`src/rtl/br_arb_pri_rr_burst.sv`:
```
// Prioritized round-robin burst arbiter: shares one valid/ready channel among
// NumRequesters burst sources. Highest effective priority wins, ties resolve
// round-robin, the grant is held until the owner's last beat is accepted, and
// saturating age counters lift starved requesters above every static level.
module br_arb_pri_rr_burst #(
  parameter int unsigned NumRequesters = 2,
  parameter int unsigned NumPriorities = 2,
  parameter int unsigned MaxAge        = 7,
  localparam int unsigned PriorityWidth = $clog2(NumPriorities)
) (
  input  logic                                         clk,
  input  logic                                         rst,
  input  logic [NumRequesters-1:0]                     req_valid,
  input  logic [NumRequesters-1:0][PriorityWidth-1:0]  req_priority,
  input  logic [NumRequesters-1:0]                     req_last,
  output logic [NumRequesters-1:0]                     req_ready,
  output logic                                         out_valid,
  input  logic                                         out_ready,
  output logic [NumRequesters-1:0]                     out_grant,
  output logic [PriorityWidth-1:0]                     out_priority,
  output logic                                         out_last
);

  localparam int unsigned IdxWidth = (NumRequesters > 1) ? $clog2(NumRequesters) : 1;
  localparam int unsigned AgeWidth = $clog2(MaxAge + 1);
  // One extra level above the static range is reserved for aged requesters.
  localparam int unsigned EffWidth = $clog2(NumPriorities + 1);

  typedef enum logic [0:0] {StIdle, StLocked} state_e;

  state_e                                 state_q, state_d;
  logic [IdxWidth-1:0]                    locked_idx_q, locked_idx_d;
  logic [IdxWidth-1:0]                    rr_last_q, rr_last_d;
  logic [NumRequesters-1:0][AgeWidth-1:0] age_q, age_d;

  logic [NumRequesters-1:0][EffWidth-1:0] eff_pri;
  logic [EffWidth-1:0]                    max_pri;
  logic                                   win_found;
  logic [IdxWidth-1:0]                    win_idx;
  logic [IdxWidth-1:0]                    owner;
  logic                                   accept_last;
  int unsigned                            scan_idx;

  // Effective priority per requester and the maximum among valid requesters.
  always_comb begin
    eff_pri = '0;
    max_pri = '0;
    for (int unsigned i = 0; i < NumRequesters; i++) begin
      if (age_q[i] == AgeWidth'(MaxAge)) begin
        eff_pri[i] = EffWidth'(NumPriorities);
      end else begin
        eff_pri[i] = EffWidth'(req_priority[i]);
      end
      if (req_valid[i] && (eff_pri[i] > max_pri)) begin
        max_pri = eff_pri[i];
      end
    end
  end

  // Cyclic scan from rr_last+1 picks the first top-priority valid requester.
  always_comb begin
    win_found = 1'b0;
    win_idx   = '0;
    scan_idx  = 0;
    for (int unsigned k = 1; k <= NumRequesters; k++) begin
      scan_idx = (32'(rr_last_q) + k) % NumRequesters;
      if (!win_found && req_valid[scan_idx] && (eff_pri[scan_idx] == max_pri)) begin
        win_found = 1'b1;
        win_idx   = IdxWidth'(scan_idx);
      end
    end
  end

  // Downstream channel and per-requester ready; everything quiet during reset.
  always_comb begin
    out_valid    = 1'b0;
    out_grant    = '0;
    req_ready    = '0;
    out_priority = '0;
    out_last     = 1'b0;
    owner        = win_idx;
    if (!rst) begin
      if (state_q == StLocked) begin
        owner     = locked_idx_q;
        out_valid = req_valid[locked_idx_q];
      end else begin
        out_valid = win_found;
      end
      if (out_valid) begin
        out_grant[owner] = 1'b1;
        req_ready[owner] = out_ready;
        out_priority     = req_priority[owner];
        out_last         = req_last[owner];
      end
    end
  end

  // Next state: commit arbitration in IDLE, hold the grant until the last beat.
  always_comb begin
    state_d      = state_q;
    locked_idx_d = locked_idx_q;
    rr_last_d    = rr_last_q;
    age_d        = age_q;
    accept_last  = out_valid && out_ready && out_last;
    case (state_q)
      StIdle: begin
        // The decision commits even if the beat stalls, so the grant stays stable.
        if (out_valid) begin
          rr_last_d = win_idx;
          for (int unsigned i = 0; i < NumRequesters; i++) begin
            if (IdxWidth'(i) == win_idx) begin
              age_d[i] = '0;
            end else if (req_valid[i]) begin
              if (age_q[i] != AgeWidth'(MaxAge)) begin
                age_d[i] = age_q[i] + AgeWidth'(1);
              end
            end else begin
              age_d[i] = '0;
            end
          end
          if (!accept_last) begin
            state_d      = StLocked;
            locked_idx_d = win_idx;
          end
        end
      end
      StLocked: begin
        if (accept_last) begin
          state_d = StIdle;
        end
      end
      default: state_d = StIdle;
    endcase
  end

  // State registers with synchronous reset.
  always_ff @(posedge clk) begin
    if (rst) begin
      state_q      <= StIdle;
      locked_idx_q <= '0;
      rr_last_q    <= IdxWidth'(NumRequesters - 1);
      age_q        <= '0;
    end else begin
      state_q      <= state_d;
      locked_idx_q <= locked_idx_d;
      rr_last_q    <= rr_last_d;
      age_q        <= age_d;
    end
  end

  // Requester obligations and output invariants.
  for (genvar g = 0; g < NumRequesters; g++) begin : g_req_checks
    assert property (@(posedge clk) disable iff (rst)
      (req_valid[g] && !req_ready[g]) |=> req_valid[g]);
    assert property (@(posedge clk) disable iff (rst)
      (req_valid[g] && !req_ready[g]) |=> ($stable(req_priority[g]) && $stable(req_last[g])));
    assert property (@(posedge clk) disable iff (rst)
      req_valid[g] |-> (32'(req_priority[g]) < NumPriorities));
  end

  assert property (@(posedge clk) $onehot0(out_grant));
  assert property (@(posedge clk) out_valid |-> $onehot(out_grant));
  assert property (@(posedge clk) (req_ready & ~out_grant) == '0);

endmodule

```
`config.mk`:
```
export PLATFORM = sky130hd
export DESIGN_NAME = br_arb_pri_rr_burst
export DESIGN_NICKNAME = d
export VERILOG_FILES = /design/src/rtl/br_arb_pri_rr_burst.sv
export SDC_FILE = /design/constraint.sdc
export NUM_CORES = 1
export LEC_CHECK = 0
export CAP_MARGIN = 25
export CORE_MARGIN = 2
export CORE_UTILIZATION = 55
export DETAILED_ROUTE_END_ITERATION = 8
export PLACE_DENSITY_LB_ADDON = 0.15
export SLEW_MARGIN = 5
export SYNTH_ARGS = -nofsm -noshare
export SYNTH_HDL_FRONTEND = slang
export SYNTH_SLANG_ARGS = --single-unit
```
`constraint.sdc`:
```
create_clock -name clk -period 4.85 [get_ports clk]
set_input_delay 0.7275 -clock clk [delete_from_list [all_inputs] [get_ports clk]]
set_output_delay 0.7275 -clock clk [all_outputs]
set_load 0.05 [all_outputs]
```
==> impl_results.md <==
- Hold-fix buffers at CTS: 0
- CP max stage cell: clkdlybuf4s50_1
- CP Launch Type: primary input
- Net Count, Synth: 116
- Total wire length: just over 2000 um
- Inserted Diodes: 0
- Tmin final: between 4000 and 5000 ps
- Endpoints failing setup: 0
- Peak supply drop: 0.194 mV
- Largest net degree at the start of global routing: 11
- CP Class: primary input to primary output
- Mapped cell area: 906 um2
- Setup repair bufs after CTS: 0
- Total number of vias: 832
- Clock latency on the worst-skew pair: 260 ps
- Yosys cell types: 47
- Antenna viol nets, final: 0
- Filler cells: 129
- Hold depth: 1
- Setup_tns: 0 ps
- Final nets: 134
- Max-slew violation count: 0
- CTS resizes: 0
- 1st-pass router iterations: 4
- Critical path's most frequent cell: clkdlybuf4s50_1
- Max_cap viols: 0
- Layout area overhead: 18.4%
- Slew HR: 62.9%
- Die height: 44.6 um
- Req. time, crit path: about 4100 ps
- Fin. Hold Viols: 0
- Core Box Area: 1520 um2
- CP Cell Sequence: clkdlybuf4s50_1, nand2_2, ha_1, nand2b_2, a221oi_4, o41ai_2, nand2b_1, inv_1, clkdlybuf4s50_1
- Clk_skew: 2.80 ps
- Final period util: 90.9%
- Initial antenna violation count: 0
- Total Routing Usage GR: 22.9%
- Top cells by area, synth: dfxtp_1, ha_1, inv_1
- Die Wd: 44.6 um
- Wire per inst: around 15 um
- Synth area leader: dfxtp_1
- DRC: 0
- Pwr Density: 212 nW/um2
- GPL Wtd Cong: approximately 0.9
- Crit Path Max Fanout: 7
- Worst-path clk slew: 60 ps
- Final worst slack: ~440 ps
- Status: finished, final reports clean
- Initial DRC count: 21
- Yosys reg bits: 9
- Max Buffers Root-to-Sink: 2
- Worst stage delay on the critical path: 800 ps
- I/O pin total: 16
- Total CTS buffers: 3
- Synth Warn #: 0
- Worst Tran Pin Value: 551 ps
- CTS tree: yes
- Std cell rows: 14
- Unrepaired setup endpoints after global routing: false
- HPWL after DPL: 1640 um
- Vias in the first global route: a little under 800
- Starting Density: 59.4%
- Root Buffer: clkbuf_4
- Congestion Overflow GR: 0
- Pleak: 0.000454 uW
- Worst EP arrival: ~3700 ps
- Mapped Cells: 101
- Syn avg cell area: ~9 um2
- Sequential fraction of the synthesis area: 19.9%
- Share of layout cells above drive strength 1: between 20% and 30%
- Maximum clock rate: 0.227 GHz
- Worst setup EP type: primary output
- Port Buffer Count: 15
- CTS sink count: 9
- DIE AREA: 1990 um2
- H-tree depth: 1
- R2R depth: 10
- Yosys top cell area share: between 10% and 20%
- FFs w/ async S/R, synth: 0%
- Dominant synthesized flop cell: dfxtp_1
- DP Worst Slack: 453 ps
- Commonest cells after routing, fill and taps aside: clkdlybuf4s50_1, dfxtp_1, inv_1, nand2_1, nor2_1
- HP Class: flip-flop to flip-flop
- EDFF count, synth: 0
- First-pass GRT wire length: 3380 um
- Vias per Instance: 6.21
- Commonest non-fill, non-tap cell in the layout: clkdlybuf4s50_1
==> worst max-delay path: cells and delay by family <==
| kind | cells | cell delay, ps |
|---|---|---|
| compound gates | 2 | 660 |
| fa+ha+maj | 1 | 380 |
| buf+inv | 3 | 1440 |
| simple gates | 3 | 470 |
==> cells in the mapped netlist (2+ instances only) <==
library cell	number
and3_1	2
a32o_2	2
nor3_2	2
o211a_1	2
a21oi_1	4
dfxtp_1	9
mux2i_1	2
nand3b_1	3
nor3_1	4
o211ai_1	2
ha_1	6
inv_1	8
a32o_1	2
nand3_1	2
buf_6	2
o21ai_0	4
nand2_1	8
nor2_1	7
o21ai_2	2
==> metal layers <==
layer	wire length, um	GRT usage, %
met5	0	0
met4	0	1.82
met3	68	6.12
met2	1060	40.3
met1	947	28.9
==> cells by family (layout without fill, tap and decap cells) <==
kind of cell | after synthesis | in the layout | synth area share [%]
mux | 2 | 2 | 2.21
compound gates | 31 | 31 | 33.6
flops | 9 | 9 | 19.9
simple gates | 41 | 41 | 28.9
fa+ha+maj | 6 | 6 | 8.29
buf+inv | 11 | 28 | 6.22
xor+xnor | 1 | 1 | 0.967
==> through the flow <==
stage	total power, uW	instance area, um2	std cells	hold WS [ps]	util [%]
5_1_grt	240	1070	134	532	70.4
3_3_place_gp	168	1040	130	486	68.6
3_5_place_dp	171	1040	130	496	68.6
2_1_floorplan	146	906	101	473	-
4_1_cts	228	1070	134	512	70.4
6_report	228	1070	134	510	70.4
==> power breakdown <==
part           switching [uW]  internal [uW]
combinational            52.8           34.5
sequential               5.28           77.3
clock                    27.4           30.4
total                    85.5            142
==> registers in the layout, indices dropped and copies added, names as in the netlist <==
| register | flops |
|---|---|
| state_q | 1 |
| rr_last_q | 1 |
| age_q | 6 |
| locked_idx_q | 1 |
==> layout make-up <==
class | count | area [um2] | share of cell area [%]
Clock buffer | 3 | 22.5 | 2.10
Timing Repair Buffer | 16 | 145 | 13.5
Sequential cell | 9 | 180 | 16.8
Clock inverter | 1 | 5.00 | 0.467
Multi-Input combinational cell | 81 | 669 | 62.4
Inverter | 8 | 30.0 | 2.80
Tap cell | 16 | 20.0 | 1.87
==> worst paths after layout <==
path                start        end  slack [ps]
min              age_q[5]   age_q[5]         510
min reg2reg      age_q[5]   age_q[5]         510
max          req_valid[0]  out_valid         440
max reg2reg      age_q[0]   age_q[3]        2120
No activity file was read; power rests on OpenSTA's default activity.
==> RTL change 1, RTL diff (same flow settings) <==
Set the parameter `MaxAge` to 9 (it was 7).
--- a/src/rtl/br_arb_pri_rr_burst.sv
+++ b/src/rtl/br_arb_pri_rr_burst.sv
@@ -5,7 +5,7 @@
 module br_arb_pri_rr_burst #(
   parameter int unsigned NumRequesters = 2,
   parameter int unsigned NumPriorities = 2,
-  parameter int unsigned MaxAge        = 7,
+  parameter int unsigned MaxAge        = 9,
   localparam int unsigned PriorityWidth = $clog2(NumPriorities)
 ) (
   input  logic                                         clk,
Function: changed (Yosys sat finds a counterexample within 10 cycles, from zero or initial values and one cycle with rst high).
==> RTL change 1 against the original RTL <==
- area after synthesis grew 10%
- register-to-register slack got worse by 0.51 ns
- routed wire length grew 14%
- setup slack worse by 0.13 ns
- core utilization up 2.1 points
- sequential cell count rose by 2
- final area increased by 17%
- critical path type unchanged
- critical endpoint is now out_priority
- largest cell class unchanged
- highest routed layer is now met4
Power is not compared: it rests on default switching activity, and its combinational part moved more than twofold at a synthesized area within 25%.
==> RTL change 1: results <==
[setup_path]
slowest_delay_ns = 0.49
arrival_ns = 3.81
reg2reg_slack_ns = 1.61
cp_max_fo = 8

[placed_design]
post-place-ws_ns = 0.323
hpwl_mm = 1.93
routabilityCongestion = 0.872

[yosys]
synth_fp_nets = 135
yosys.area_share.xor_xnor_pct = 2.63
synthCells = 120
synth-compound-area-share_pct = 27.4
synth_top_family_by_area = "simple AND/OR/NAND/NOR gates"
synthAdderAreaFrac_pct = 7.51
ys_seq_area_share_pct = 22.0
ys_types = 43

[detailed_routing]
drt_first_iter_violations = 14
wl_per_cell_um = 14.5
vias = 949

[run_status]
outcome = "complete, no violations"

[final_layout]
final_cells = 163
layout-drive-gt1-share_pct = 22.5
fin_nets = 154

[sta]
slew_headroom_pct = 70.3
fin_skew_ns = 0.00153
max_freq_mhz = 220

[global_route]
grt_pass1_vias = 901
grt_pass1_wl_mm = 3.86
==> RTL change 1: cell count changes in the layout (fill, tap and decap cells not counted), moves of 4 or more <==
cell / unedited run / this run
buf_12: 0 / 5
nand2_1: 8 / 16
o32ai_1: 0 / 4
nand3_1: 2 / 7
==> RTL change 1: layout make-up <==
class                   instances  area (um2)
multi-input cells              94         722
flip-flops and latches         11         220
clock buffers                   4        26.3
well taps                      25        31.3
inverters                      13        48.8
repair buffers                 16         203
fillers                       136         475
==> RTL change 1: worst paths after layout <==
kind,startpoint,to,depth (start not counted)
worst min-delay path,age_q[6],age_q[6],2
worst max register to register,age_q[4],age_q[6],13
worst min register to register,age_q[6],age_q[6],2
worst max-delay path,req_valid[0],out_priority,13
==> RTL change 1: through the flow <==
stage	util [%]	instance area [um2]	hold slack [ns]	total power, mW
2_1_floorplan	-	1000	0.466	0.305
3_3_place_gp	70.9	1220	0.478	0.379
3_5_place_dp	70.9	1220	0.507	0.388
4_1_cts	72.5	1250	0.516	0.451
5_1_grt	72.5	1250	0.540	0.474
6_report	72.5	1250	0.522	0.450
==> RTL change 1: power by group through the flow <==
stage / logic, mW / registers (mW) / clock network, mW
after floorplan: 0.191 / 0.114 / 0
after global placement: 0.257 / 0.122 / 0
after detailed placement: 0.265 / 0.123 / 0
after CTS: 0.267 / 0.120 / 0.0633
after global routing: 0.283 / 0.123 / 0.0685
final: 0.266 / 0.121 / 0.0628
==> RTL change 1: worst min-delay path, stage by stage, from the launching register on <==
cell and delay (ns):
dfxtp_1 0.34, nand2_1 0.07, o32ai_1 0.06
==> RTL change 1: per-layer routing <==
metal | vias up | track usage (%) | routed length [um]
met2 | 18 | 43.6 | 1190
met3 | 6 | 2.35 | 84
met1 | 451 | 29.4 | 1050
met5 | - | 0 | 0
met4 | 0 | 9.44 | 48
li1 | 474 | - | -
==> RTL change 2, RTL diff (same flow settings) <==
Made on the original files. Reset style: asynchronous (`rst`), changed in one clocked block. Comments in the files are not updated.
--- a/src/rtl/br_arb_pri_rr_burst.sv
+++ b/src/rtl/br_arb_pri_rr_burst.sv
@@ -134,7 +134,7 @@
   end
 
   // State registers with synchronous reset.
-  always_ff @(posedge clk) begin
+  always_ff @(posedge clk or posedge rst) begin
     if (rst) begin
       state_q      <= StIdle;
       locked_idx_q <= '0;
Behaviour: no difference found for any inputs over 4 cycles, from zero or initial values and one cycle with rst high; that may be too few to reach the edited logic, so the function may still have changed.
==> RTL change 2 against the original RTL <==
- die area grew 6.8%
- core utilization grew 1.9 points
- setup slack improved by 0.029 ns
- area after synthesis is 7.5% higher
- non-clock buffer count unchanged
- via count grew 4.1%
- fmax grew 0.67%
- final area is 14% higher
- critical endpoint is now out_last
- first-iteration DRC count decreased by 33%
- sequential cell count unchanged
- routed wire length down 5.9%
Power is not compared: it rests on default switching activity, and its combinational part moved more than twofold at a synthesized area within 25%.
==> RTL change 2: results <==
[global_route]
antenna_found_initial = 0
grt_pass1_vias = 805
grt_pass1_wl_mm = 3.37
grt_start_max_net_pins = 16

[setup_path]
arrival_ns = 3.65
cp_max_fo = 10
worstReg2RegStart = "age_q[3]"
rr_worst_depth = 12
cp_slowest_cell = "a311oi_2"
slowest_delay_ns = 0.58

[yosys]
ys_types = 49
muxShareOfSynthArea_pct = 6.68
ys_top_cells_by_area = "dfrtp_1 21%, ha_1 7.7%, inv_1 4.6%"
synth-compound-area-share_pct = 27.9
ys_seq_area_share_pct = 23.3
synthAdderAreaFrac_pct = 7.71
synth_fp_nets = 126
async_flop_share_pct = 100

[placed_design]
hpwl_mm = 1.57
port_buffers = 15
routabilityCongestion = 0.832

[run_status]
outcome = "complete, no violations"

[final_layout]
fin_nets = 143
layout-drive-gt1-share_pct = 22.0

[detailed_routing]
via_per_inst = 6.01
drt_first_iter_violations = 14

[min_path]
hold_start = "age_q[3]"

[sta]
tightest_slew_ns = 0.559
==> RTL change 2: cell types whose count changed after synthesis, sizes merged, moves of 3 or more <==
cell | before | now
inv | 8 | 13
nand3b | 3 | 0
dfxtp | 9 | 0
nor3 | 6 | 0
a32o | 4 | 0
o21ai | 7 | 4
dfrtp | 0 | 8
==> RTL change 2: area by class of cell <==
cell class | instances | area, um2
Clock buffer | 4 | 26.3
Fill cell | 133 | 469
Inverter | 13 | 48.8
Multi-Input combinational cell | 85 | 669
Sequential cell | 9 | 226
Tap cell | 17 | 21.3
Timing Repair Buffer | 16 | 228
==> RTL change 2: path summary, 6_finish.rpt <==
path | slack, ns | to
hold reg to reg | 0.50 | age_q[3]
hold / removal | 0.50 | age_q[3]
setup / recovery | 0.47 | out_last
max in group asynchronous | 3.73 | rr_last_q
setup reg to reg | 1.47 | age_q[0]
min in group asynchronous | 0.83 | state_q
==> RTL change 2: metal layers <==
metal  wire length, um  share of wire [%]  up-vias  GRT usage (%)
met5                 0                  0        -              0
met4                14               0.72        0           3.43
met3                62                3.2        3           4.71
met2               974                 50       18           39.4
met1               898                 46      403           26.7
li1                  -                  -      442              -
==> RTL change 2: through the flow <==
stage / hold slack, ns / cells / setup WS (ns) / cell area (um2) / power (mW)
after detailed placement: 0.505 / 140 / 0.484 / 1190 / 0.487
after floorplan: 0.457 / 111 / 0.328 / 973 / 0.370
after CTS: 0.513 / 144 / 0.478 / 1220 / 0.547
after global placement: 0.467 / 140 / 0.576 / 1190 / 0.478
after global routing: 0.522 / 144 / 0.114 / 1220 / 0.582
final: 0.501 / 144 / 0.470 / 1220 / 0.542
==> RTL change 2: power by group <==
part | total (mW) | switching (mW) | internal, mW | leakage [nW]
Clock | 0.0577 | 0.0260 | 0.0317 | 0.0150
Combinational | 0.348 | 0.189 | 0.159 | 0.386
Sequential | 0.136 | 0.0308 | 0.105 | 0.114
Total | 0.542 | 0.246 | 0.296 | 0.515
==> RTL change 2: logic make-up after synthesis <==
family          Yosys count
simple gates             42
compound gates           30
buf+inv                  17
flops                     9
fa+ha+maj                 6
mux                       5
xor+xnor                  2
